--- config.mk ---
export PLATFORM = sky130hd
export DESIGN_NAME = pipe_hazard_ctrl
export DESIGN_NICKNAME = d
export VERILOG_FILES = /design/src/rtl/pipe_hazard_ctrl.sv
export SDC_FILE = /design/constraint.sdc
export NUM_CORES = 1
export LEC_CHECK = 0
export ABC_AREA = 1
export ABC_CLOCK_PERIOD_IN_PS = 2300
export CORE_MARGIN = 2
export CORE_UTILIZATION = 55
export CTS_BUF_LIST = sky130_fd_sc_hd__clkbuf_16
export CTS_CLUSTER_SIZE = 14
export DETAILED_ROUTE_END_ITERATION = 16
export DONT_BUFFER_PORTS = 1
export HOLD_SLACK_MARGIN = 0.03
export PLACE_DENSITY = 0.8
export SLEW_MARGIN = 10
export SYNTH_ARGS = -nofsm -noshare
export SYNTH_HDL_FRONTEND = slang
export SYNTH_SLANG_ARGS = --single-unit
--- constraint.sdc ---
create_clock -name clk -period 2.3 [get_ports clk]
set_input_delay 0.575 -clock clk [delete_from_list [all_inputs] [get_ports clk]]
set_output_delay 0.575 -clock clk [all_outputs]
set_load 0.01 [all_outputs]
--- src/rtl/pipe_hazard_ctrl.sv ---
// rtl/pipe_hazard_ctrl.sv - hazard, forwarding and stall control for a 5-stage MIPS pipeline
module pipe_hazard_ctrl #(
   parameter int          CNT_W  = 16,
   parameter logic [4:0]  RA_REG = 5'd31
) (
   input  logic             clk,
   input  logic             rst_n,
   input  logic             id_valid,
   input  logic [2:0]       id_op,
   input  logic [4:0]       id_rs,
   input  logic [4:0]       id_rt,
   input  logic [4:0]       id_rd,
   input  logic             ex_br_taken,
   input  logic             mem_ready,
   output logic             pc_en,
   output logic             ifid_en,
   output logic             ifid_flush,
   output logic             idex_bubble,
   output logic             pipe_freeze,
   output logic [1:0]       fwd_a,
   output logic [1:0]       fwd_b,
   output logic             illegal,
   output logic [CNT_W-1:0] stall_cnt
);

   // Each shadow stage keeps only the fields that later stages still consult.
   typedef struct packed {
      logic       valid;
      logic [4:0] dst;
      logic       is_load;
      logic       is_mem;
      logic [4:0] src_a;
      logic       use_a;
      logic [4:0] src_b;
      logic       use_b;
   } ex_rec_t;

   typedef struct packed {
      logic       valid;
      logic [4:0] dst;
      logic       is_load;
      logic       is_mem;
   } mem_rec_t;

   typedef struct packed {
      logic       valid;
      logic [4:0] dst;
   } wb_rec_t;

   ex_rec_t  id_rec, ex_q;
   mem_rec_t mem_q;
   wb_rec_t  wb_q;
   logic     mem_wait, load_use, jal_id;

   always_comb begin
      id_rec       = '0;
      id_rec.valid = id_valid;
      id_rec.src_a = id_rs;
      id_rec.src_b = id_rt;
      case (id_op)
         3'd0, 3'd1: begin
            id_rec.dst   = id_rd;
            id_rec.use_a = 1'b1;
            id_rec.use_b = 1'b1;
         end
         3'd2: begin
            id_rec.dst   = id_rt;
            id_rec.use_a = 1'b1;
         end
         3'd3: begin
            id_rec.dst     = id_rt;
            id_rec.use_a   = 1'b1;
            id_rec.is_load = 1'b1;
            id_rec.is_mem  = 1'b1;
         end
         3'd4: begin
            id_rec.use_a  = 1'b1;
            id_rec.use_b  = 1'b1;
            id_rec.is_mem = 1'b1;
         end
         3'd5: begin
            id_rec.use_a = 1'b1;
            id_rec.use_b = 1'b1;
         end
         3'd6:    id_rec.dst = RA_REG;
         default: id_rec.dst = 5'd0;
      endcase
   end

   assign mem_wait = mem_q.valid && mem_q.is_mem && !mem_ready;
   assign load_use = id_valid && ex_q.valid && ex_q.is_load && (ex_q.dst != 5'd0) &&
                     ((id_rec.use_a && (id_rs == ex_q.dst)) ||
                      (id_rec.use_b && (id_rt == ex_q.dst)));
   assign jal_id   = id_valid && (id_op == 3'd6);

   always_comb begin
      pc_en       = 1'b1;
      ifid_en     = 1'b1;
      ifid_flush  = 1'b0;
      idex_bubble = 1'b0;
      pipe_freeze = 1'b0;
      if (mem_wait) begin
         pipe_freeze = 1'b1;
         pc_en       = 1'b0;
         ifid_en     = 1'b0;
      end else if (ex_br_taken) begin
         ifid_flush  = 1'b1;
         idex_bubble = 1'b1;
      end else if (load_use) begin
         pc_en       = 1'b0;
         ifid_en     = 1'b0;
         idex_bubble = 1'b1;
      end else if (jal_id) begin
         ifid_flush  = 1'b1;
      end
   end

   // A load sitting in MEM has no data yet, so it never feeds the EX/MEM path.
   always_comb begin
      fwd_a = 2'b00;
      fwd_b = 2'b00;
      if (ex_q.use_a && ex_q.src_a != 5'd0) begin
         if (mem_q.valid && !mem_q.is_load && mem_q.dst == ex_q.src_a) fwd_a = 2'b01;
         else if (wb_q.valid && wb_q.dst == ex_q.src_a)                 fwd_a = 2'b10;
      end
      if (ex_q.use_b && ex_q.src_b != 5'd0) begin
         if (mem_q.valid && !mem_q.is_load && mem_q.dst == ex_q.src_b) fwd_b = 2'b01;
         else if (wb_q.valid && wb_q.dst == ex_q.src_b)                 fwd_b = 2'b10;
      end
   end

   always_ff @(posedge clk or negedge rst_n) begin
      if (!rst_n) begin
         ex_q      <= '0;
         mem_q     <= '0;
         wb_q      <= '0;
         illegal   <= 1'b0;
         stall_cnt <= '0;
      end else begin
         if (!pipe_freeze) begin
            wb_q  <= '{valid: mem_q.valid, dst: mem_q.dst};
            mem_q <= '{valid: ex_q.valid, dst: ex_q.dst, is_load: ex_q.is_load, is_mem: ex_q.is_mem};
            ex_q  <= (id_valid && !idex_bubble) ? id_rec : '0;
            if (id_valid && !idex_bubble && id_op == 3'd7)
               illegal <= 1'b1;
         end
         if (!pc_en && stall_cnt != {CNT_W{1'b1}})
            stall_cnt <= stall_cnt + CNT_W'(1);
      end
   end

endmodule

== Yosys cells after proc, flatten, opt, wreduce, memory -nomap -nowiden ==
Index checks and enable logic that the tools add are counted.
Storage, ports and cells
  output and inout bits: 26
  logic and storage cells: 89
  bits in registers: 51
  bits of input ports: 23
Cells by class
  equal/unequal tests: 14
  mux-type cells: 23
  reductions and logical operators: 34
  bitwise logic cells: 1
  add/sub/neg operators: 1
Operator list (count)
  $eq 5x5->1: 6
  $mux 20: 1
  $logic_and 1x1->1: 19
  $add 16x1->16 const B: 1
  $ne 16x16->1 const B: 1
  $mux 1: 15
  $pmux 5 s3: 1
  $reduce_bool 5->1: 3
  $eq 3x3->1 const B: 4
  $mux 2: 6
  $eq 3x2->1 const B: 2
  $reduce_or 2->1: 3
  $reduce_or 6->1: 1
  $logic_not 1->1: 4
  $reduce_or 4->1: 1
  $eq 3x1->1 const B: 1
  $logic_not 3->1: 1
  $reduce_and 2->1: 1
  $logic_or 1x1->1: 1
  $not 1->1: 1

== Depth between registers and ports, before layout ==
Gate-level depths: netlist of the first run.
  word-level depth: 13
  mapped depth: 12
  mapped depth without buffers: 11

== Worst setup path before layout of the first run ==
OpenSTA, ideal clock, no wires.
  kind: in2out
  from: in id_op[2]
  to: out pc_en
  stages: 11
  data required time: 1.725 ns
  arrival time: 1.680 ns
  path buffers: 3
  setup slack: 0.045 ns
  cell sequence: buf_2 > nand2_1 > nand2_1 > nor2_1 > nand3_1 > nand2_1 > nand3_1 > nand2_2 > buf_4 > inv_1 > buf_4
On the way
  longest elaborated chain between the ends: 9
  elaborated cells between the ends (all ways): 17
  those cells by class: 5 x eq/ne; 5 x mux; 7 x reduce/logical
Ends and longest elaborated chain
  start, declared: RTL line 9  | input logic [2:0] id_op,
  $eq 3x2->1 (tied with other cells): RTL line 60  | case (id_op)
  $reduce_or 6->1 (no line) or $reduce_or 4->1 (tied branches)
  $mux 1: RTL line 60
  $logic_and 1x1->1, on equally long branches: RTL line 92, 93
  $logic_or 1x1->1 (*): RTL line 92  | ((id_rec.use_a && (id_rs == ex_q.dst)) ||
  $logic_and 1x1->1 (*): RTL line 91  | assign load_use = id_valid && ex_q.valid && ex_q.is_load && (ex_q.dst != 5'd0) &&
  $mux 1 (*) (3 in series)
  end, declared: RTL line 15  | output logic pc_en,
Mark *: on every way between the ends. The rest lies on a longest branch, timed or not.

== Final worst setup path of the first run ==
  from: reg ex_q[4] (netlist bit)
  to: out fwd_b[0]
On the way
  longest elaborated chain between the ends: 4
  elaborated cells between the ends (all ways): 6
  those cells by class: 1 x eq/ne; 2 x mux; 3 x reduce/logical
Ends and longest elaborated chain
  start, declared: RTL line 50  | ex_rec_t id_rec, ex_q;
  start signal, assigned: RTL line 143  | ex_q <= (id_valid && !idex_bubble) ? id_rec : '0;
  $eq 5x5->1: RTL line 127  | if (mem_q.valid && !mem_q.is_load && mem_q.dst == ex_q.src_b) fwd_b = 2'b01;
  $logic_and 1x1->1: RTL line 127
  $mux 2: RTL line 127
  $mux 2 (*): RTL line 126  | if (ex_q.use_b && ex_q.src_b != 5'd0) begin
  end, declared: RTL line 21  | output logic [1:0] fwd_b,
Marked as above.

==> results of run 1 <==
==> per-layer routing <==
metal / wire, microns / part of all wire (%) / vias to the layer above
li1: - / - / 1334
met1: 3150 / 46 / 1240
met2: 3130 / 45 / 111
met3: 512 / 7.4 / 14
met4: 103 / 1.5 / 0
met5: 0 / 0 / -
==> repair_timing <==
action | CTS | global route
hold endpoints to repair | 51 | 0
setup buffers | 0 | 5
hold buffers | 1 | 0
endpoints found under the setup margin | 2 | 2
gates resized for setup | 1 | 3
==> placed cells by master, fill, tap and decap left out, drive strengths merged, types with 2 or more instances in the layout <==
master / instances
nand4: 5
inv: 45
nand2: 159
o22ai: 3
nor4: 2
nor3: 3
clkbuf: 5
nor2: 31
o21ai: 13
xor2: 11
clkinv: 2
a21oi: 7
buf: 13
dfrtp: 51
nand3: 57
xnor2: 12
==> layout make-up <==
type                       count  area share, %
timing repair buffer          13           3.56
tap                           70           2.65
multi-input combinational    310           45.0
inverter                      45           5.11
clock buffer                   5           3.78
clock inverter                 3           1.17
sequential                    51           38.7
==> power breakdown <==
part / internal (mW) / switching, mW
logic: 0.0743 / 0.118
registers: 0.934 / 0.0529
clock network: 0.507 / 0.315
==> critical path, cell delays in order, from the launching register on <==
cell                      delay [ns]
sky130_fd_sc_hd__dfrtp_1        0.40
sky130_fd_sc_hd__inv_1          0.10
sky130_fd_sc_hd__a21oi_1        0.16
sky130_fd_sc_hd__nand4_1        0.09
sky130_fd_sc_hd__nor4_1         0.29
sky130_fd_sc_hd__nor2b_1        0.29
==> synth_stat cells, drive strengths merged <==
| cell type | instances |
|---|---|
| nand2 | 159 |
| nand3 | 57 |
| dfrtp | 51 |
| inv | 45 |
| nor2 | 31 |
| o21ai | 13 |
| xnor2 | 12 |
| xor2 | 11 |
| buf | 10 |
| a21oi | 7 |
| clkbuf | 5 |
| nand4 | 5 |
| nor3 | 3 |
| o22ai | 3 |
| nor4 | 2 |
| a211oi | 1 |
| and2 | 1 |
| ha | 1 |
| nor2b | 1 |
| o21bai | 1 |
| o31ai | 1 |
| or2 | 1 |
==> kinds of logic (layout without fill, tap and decap cells) <==
kind of cell,after synthesis,after routing,share of synthesized area [%]
adders and majority gates,1,1,0.416
xor gates and xnor gates,23,23,6.70
DFF,51,51,42.4
and+or+nand+nor,260,260,37.5
buffers and inverters,60,66,8.20
AOI/OAI and AO/OA,26,26,4.70
==> sequential cells by signal (all words and copies together), names as in the netlist <==
signal     flops
ex_q          20
stall_cnt     16
mem_q          8
wb_q           6
illegal        1
==> metrics by stage <==
| step | util, % | hold WS (ns) |
|---|---|---|
| after detailed placement | 59.0 | 0.280 |
| final | 63.5 | 0.143 |
| after CTS | 62.7 | 0.143 |
| after global placement | 59.0 | 0.280 |
| after global routing | 63.5 | 0.155 |
| after floorplan | - | 0.279 |
==> worst paths after layout <==
path                                        endpoint  slack (ns)  cells past startpoint
min in group clk                 ex_q[9]$_DFFE_PN0N_        0.42                      2
min                              ex_q[6]$_DFFE_PN0N_        0.14                      1
max reg2reg                stall_cnt[11]$_DFFE_PN0P_        0.33                      9
max in group asynchronous       ex_q[14]$_DFFE_PN0N_        1.94                      1
min reg2reg                     mem_q[0]$_DFFE_PN0N_        0.47                      1
max                                         fwd_b[0]        0.11                      5
==> results.yml, run 1 <==
cells_and_area:
  fin_nets: 450
  fraction_of_layout_instances_using_a_drive_strength_above_1_pct: 8.67
  fin_cells: 497
  final-seq-area_sq_um: 1280
  fillCellCount: 464
  area.growth.synth_to_final_pct: 9.99
  final_cell_area_sq_um: 3310
  insertedDiodeCount: 0
  multi_input_logic_area_sq_um: 1490
die:
  chipHeight_microns: 77.9
  die_x_microns: 77.9
  design.die.area_sq_um: 6070
  total_core_area_sq_um: 5200
  ios: 49
  floorplan.initialDensity_pct: 57.8
  row_count: 26
yosys:
  post_synth.cell_area_avg_sq_um: 7.14
  synth_cell_type_count: 32
  synth_seq_area_share_pct: 42.4
  yosysTopAreaCell: "sky130_fd_sc_hd__dfrtp_1"
  post_synth_instance_area_sq_um: 3010
  yosys_warnings: 0
  synth.ff_latch_count: 51
  syn_inst: 421
  synth.area.top_cells: "sky130_fd_sc_hd__dfrtp_1 (42%), sky130_fd_sc_hd__nand2_1 (19%), sky130_fd_sc_hd__nand3_1 (9.3%)"
  synthesis.nets: 445
  synth_top_cell_area_share_pct: 42.4
timing:
  max_slew.worst_pin.slew_ns: 0.376
  layout_setup_ws_ns: 0.108
  worst_slew_slack_as_a_fraction_of_its_limit_pct: 74.7
  final-max-slew-violation-count: 0
  grt_setup_unrepaired: "no"
  final-setup-viol-count: 0
  timing.fmax_mhz: 456
  period_share_pct: 95.3
  finClkSkew_ns: 0.00494
  timing_hold_violations_final: 0
  setup_total_negative_slack_ns: 0
  fin_crit_ns: 2.19
clocking:
  clock_tree_from_tritoncts: "yes"
  clk_root_buffer_cell: "sky130_fd_sc_hd__clkbuf_16"
  clock_tree.htree_level_count: 2
  tritoncts_num_sinks: 51
  tritoncts.num_buffers: 5
  clk_latency_ns: 0.29
  clkTransAtPathRegs_ns: 0.06
  clock_path_buffers: 2
place:
  dp_slack_ns: 0.241
  globalplace.congestion: 0.864
  placed_area_sq_um: 3070
  io_buffer_count: 0
  hpwl_detailed_mm: 4.96
  dpl.cell_count: 483
route:
  first_pass_iters: 4
  routedWlPerCell_microns: 13.9
  drc_errors: 0
  first_iter_violations: 138
  detailroute.via_count: 2699
  average_via_count_per_standard_cell: 5.43
  drt-total-wl_mm: 6.90
  drtAntennaViolNets: 0
power:
  fin_total_pwr_mw: 2.00
  power-per-cell-area_nw_per_um2: 605
  vdd_ir_drop_max_mv: 0.388
  leakagePower_nw: 1.78
job:
  maximum_capacitance_violations: 0
global_route:
  grt_util_met2_pct: 36.3
  grt-busiest-layer: "met2"
  grt_remaining_overflow: 0
  grt_util_met1_pct: 33.1
  grt_max_degree: 52
  grt_use_met3_pct: 5.35
  gr-usage-all-layers_pct: 23.6
  first_pass_grt_wire_length_mm: 11.5
  first_global_vias: 2434
  initial_antenna_violation_count: 0
worst_setup_path:
  worstSetupStartpointType: "register"
  worstSetupPathType: "reg2out"
  cp_max_fo: 4
  required_ns: 1.73
  critPathArrivalTime_ns: 1.62
  worst_reg2reg_startpoint: "stall_cnt[0]$_DFFE_PN0P_"
  setup.worst_path.start: "ex_q[4]$_DFFE_PN0N_"
  setup.worst_path.end_class: "output pin"
worst_hold_path:
  hold_path_class: "in2async"
status:
  outcome: "finished clean"
(Power assumes the default switching activity.)
==> run 2, diff against run 1 <==
--- a/config.mk
+++ b/config.mk
@@ -6,7 +6,7 @@
 export NUM_CORES = 1
 export LEC_CHECK = 0
 export ABC_AREA = 1
-export ABC_CLOCK_PERIOD_IN_PS = 2300
+export ABC_CLOCK_PERIOD_IN_PS = 2000
 export CORE_MARGIN = 2
 export CORE_UTILIZATION = 55
 export CTS_BUF_LIST = sky130_fd_sc_hd__clkbuf_16
@@ -14,7 +14,7 @@
 export DETAILED_ROUTE_END_ITERATION = 16
 export DONT_BUFFER_PORTS = 1
 export HOLD_SLACK_MARGIN = 0.03
-export PLACE_DENSITY = 0.8
+export PLACE_DENSITY = 0.7
 export SLEW_MARGIN = 10
 export SYNTH_ARGS = -nofsm -noshare
 export SYNTH_HDL_FRONTEND = slang
==> constraint.sdc (replaced) <==
create_clock -name clk -period 2 [get_ports clk]
set_input_delay 0.5 -clock clk [delete_from_list [all_inputs] [get_ports clk]]
set_output_delay 0.5 -clock clk [all_outputs]
set_load 0.01 [all_outputs]
==> results.yml, run 2 (same netlist as run 1, synthesis figures left out) <==
global_route:
  initial_antenna_violation_count: 0
  grt_max_degree: 52
  grt_util_met1_pct: 37.6
  first_global_vias: 2499
  grt_util_met2_pct: 36.4
  grt-busiest-layer: "met1"
  first_pass_grt_wire_length_mm: 12.1
  grt_remaining_overflow: 0
  gr-usage-all-layers_pct: 24.9
  grt_use_met3_pct: 4.88
die:
  die_x_microns: 77.9
  row_count: 26
  floorplan.initialDensity_pct: 57.8
  design.die.area_sq_um: 6070
  chipHeight_microns: 77.9
  total_core_area_sq_um: 5200
  ios: 49
worst_setup_path:
  worst_reg2reg_startpoint: "stall_cnt[1]$_DFFE_PN0P_"
  critPathArrivalTime_ns: 1.50
  worstSetupPathType: "reg2out"
  setup.worst_path.end_class: "output pin"
  required_ns: 1.50
  setup.worst_path.start: "mem_q[1]$_DFFE_PN0N_"
  worstSetupStartpointType: "register"
  cp_max_fo: 2
cells_and_area:
  fillCellCount: 466
  utilization_pct: 66.8
  area.growth.synth_to_final_pct: 15.6
  final_common_cell: "sky130_fd_sc_hd__nand2_1"
  multi_input_logic_area_sq_um: 1590
  largest_reg_flops: 20
  final-seq-area_sq_um: 1280
  fin_nets: 460
  largest_register: "ex_q"
  layout_top_registers: "ex_q (20), stall_cnt (16), mem_q (8)"
  insertedDiodeCount: 0
  fraction_of_layout_instances_using_a_drive_strength_above_1_pct: 16.2
  leading_cell_types_in_the_layout_fill_and_taps_excluded: "sky130_fd_sc_hd__nand2_1 (153), sky130_fd_sc_hd__nand3_1 (55), sky130_fd_sc_hd__dfrtp_1 (45)"
route:
  routedWlPerCell_microns: 14.1
  first_iter_violations: 325
  detailroute.via_count: 2681
  first_pass_iters: 4
  drt-total-wl_mm: 7.17
  drc_errors: 0
  drtAntennaViolNets: 0
  average_via_count_per_standard_cell: 5.29
timing:
  setup_total_negative_slack_ns: -0.00446
  period_share_pct: 100
  fin_crit_ns: 2.00
  timing.fmax_mhz: 499
  timing_hold_violations_final: 0
  finClkSkew_ns: 0.00409
  max_slew.worst_pin.slew_ns: 0.614
  final-max-slew-violation-count: 0
  worst_slew_slack_as_a_fraction_of_its_limit_pct: 58.9
  layout_setup_ws_ns: -0.00446
  grt_setup_unrepaired: "yes"
  final-setup-viol-count: 1
status:
  failed_checks: "setup timing"
  outcome: "finished, violations left"
clocking:
  clock_tree_from_tritoncts: "yes"
  clkTransAtPathRegs_ns: 0.07
  tritoncts_num_sinks: 51
  clock_tree.htree_level_count: 2
  clk_root_buffer_cell: "sky130_fd_sc_hd__clkbuf_16"
  tritoncts.num_buffers: 5
  clk_latency_ns: 0.28
  clock_path_buffers: 2
place:
  globalplace.congestion: 0.841
  dp_slack_ns: 0.130
  io_buffer_count: 0
  hpwl_detailed_mm: 4.99
worst_hold_path:
  hold_path_class: "in2async"
power:
  leakagePower_nw: 1.83
  power-per-cell-area_nw_per_um2: 637
  fin_total_pwr_mw: 2.21
  vdd_ir_drop_max_mv: 0.400
job:
  maximum_capacitance_violations: 0
## run 2: changes by cell type in the layout (fill, tap and decap cells not counted), sizes merged
cell,delta
bufinv,-1
clkinvlp,+1
buf,+10
clkinv,-1
inv,+1
## run 2: final timing paths
check / slack, ns / to / depth (start not counted)
setup / recovery: -0.004 / fwd_b[0] / 6
hold / removal: 0.06 / stall_cnt[1]$_DFFE_PN0P_ / 1
setup reg to reg: 0.25 / stall_cnt[3]$_DFFE_PN0P_ / 9
hold reg to reg: 0.47 / mem_q[0]$_DFFE_PN0N_ / 1
max in group asynchronous: 1.69 / ex_q[14]$_DFFE_PN0N_ / 1
min in group clk: 0.35 / ex_q[2]$_DFFE_PN0N_ / 2
## run 2: area by class of cell
class / instances / area share (%)
multi-input cells: 310 / 45.6
flip-flops and latches: 51 / 36.9
repair buffers: 23 / 5.91
inverters: 45 / 4.93
clock buffers: 5 / 3.60
well taps: 70 / 2.52
clock inverters: 3 / 0.468
## run 2: worst max-delay path, cell delays in order (launching register included)
cell                      delay, ns
sky130_fd_sc_hd__dfrtp_1       0.37
sky130_fd_sc_hd__inv_2         0.07
sky130_fd_sc_hd__nand2_4       0.06
sky130_fd_sc_hd__a21oi_2       0.10
sky130_fd_sc_hd__nand4_1       0.15
sky130_fd_sc_hd__nor4_4        0.27
sky130_fd_sc_hd__nor2b_4       0.21
## run 2: through the flow
| step | cell area (sq um) | hold slack [ns] | instances |
|---|---|---|---|
| 6_report | 3470 | 0.0642 | 507 |
| 4_1_cts | 3300 | 0.0755 | 497 |
| 3_5_place_dp | 3110 | 0.206 | 488 |
| 2_1_floorplan | 3020 | 0.204 | 421 |
| 5_1_grt | 3470 | 0.0782 | 507 |
| 3_3_place_gp | 3110 | 0.206 | 488 |
## run 2: metal layers
layer	vias up	part of all wire, %
li1	1353	-
met1	1243	47
met2	77	46
met3	8	5.7
met4	0	1.4
met5	-	0
## run 2: what timing repair did
item | in CTS | in global routing
hold buffers | 1 | 0
setup buffers | 0 | 10
gates resized for setup | 5 | 26
setup endpoints to repair | 6 | 23
hold endpoints to repair | 51 | 0
pin swaps | 0 | 5
## run 2: where the power goes
group	switching [mW]	internal [mW]	total, mW
clock network	0.361	0.457	0.818
logic	0.167	0.110	0.277
registers	0.0449	1.07	1.12
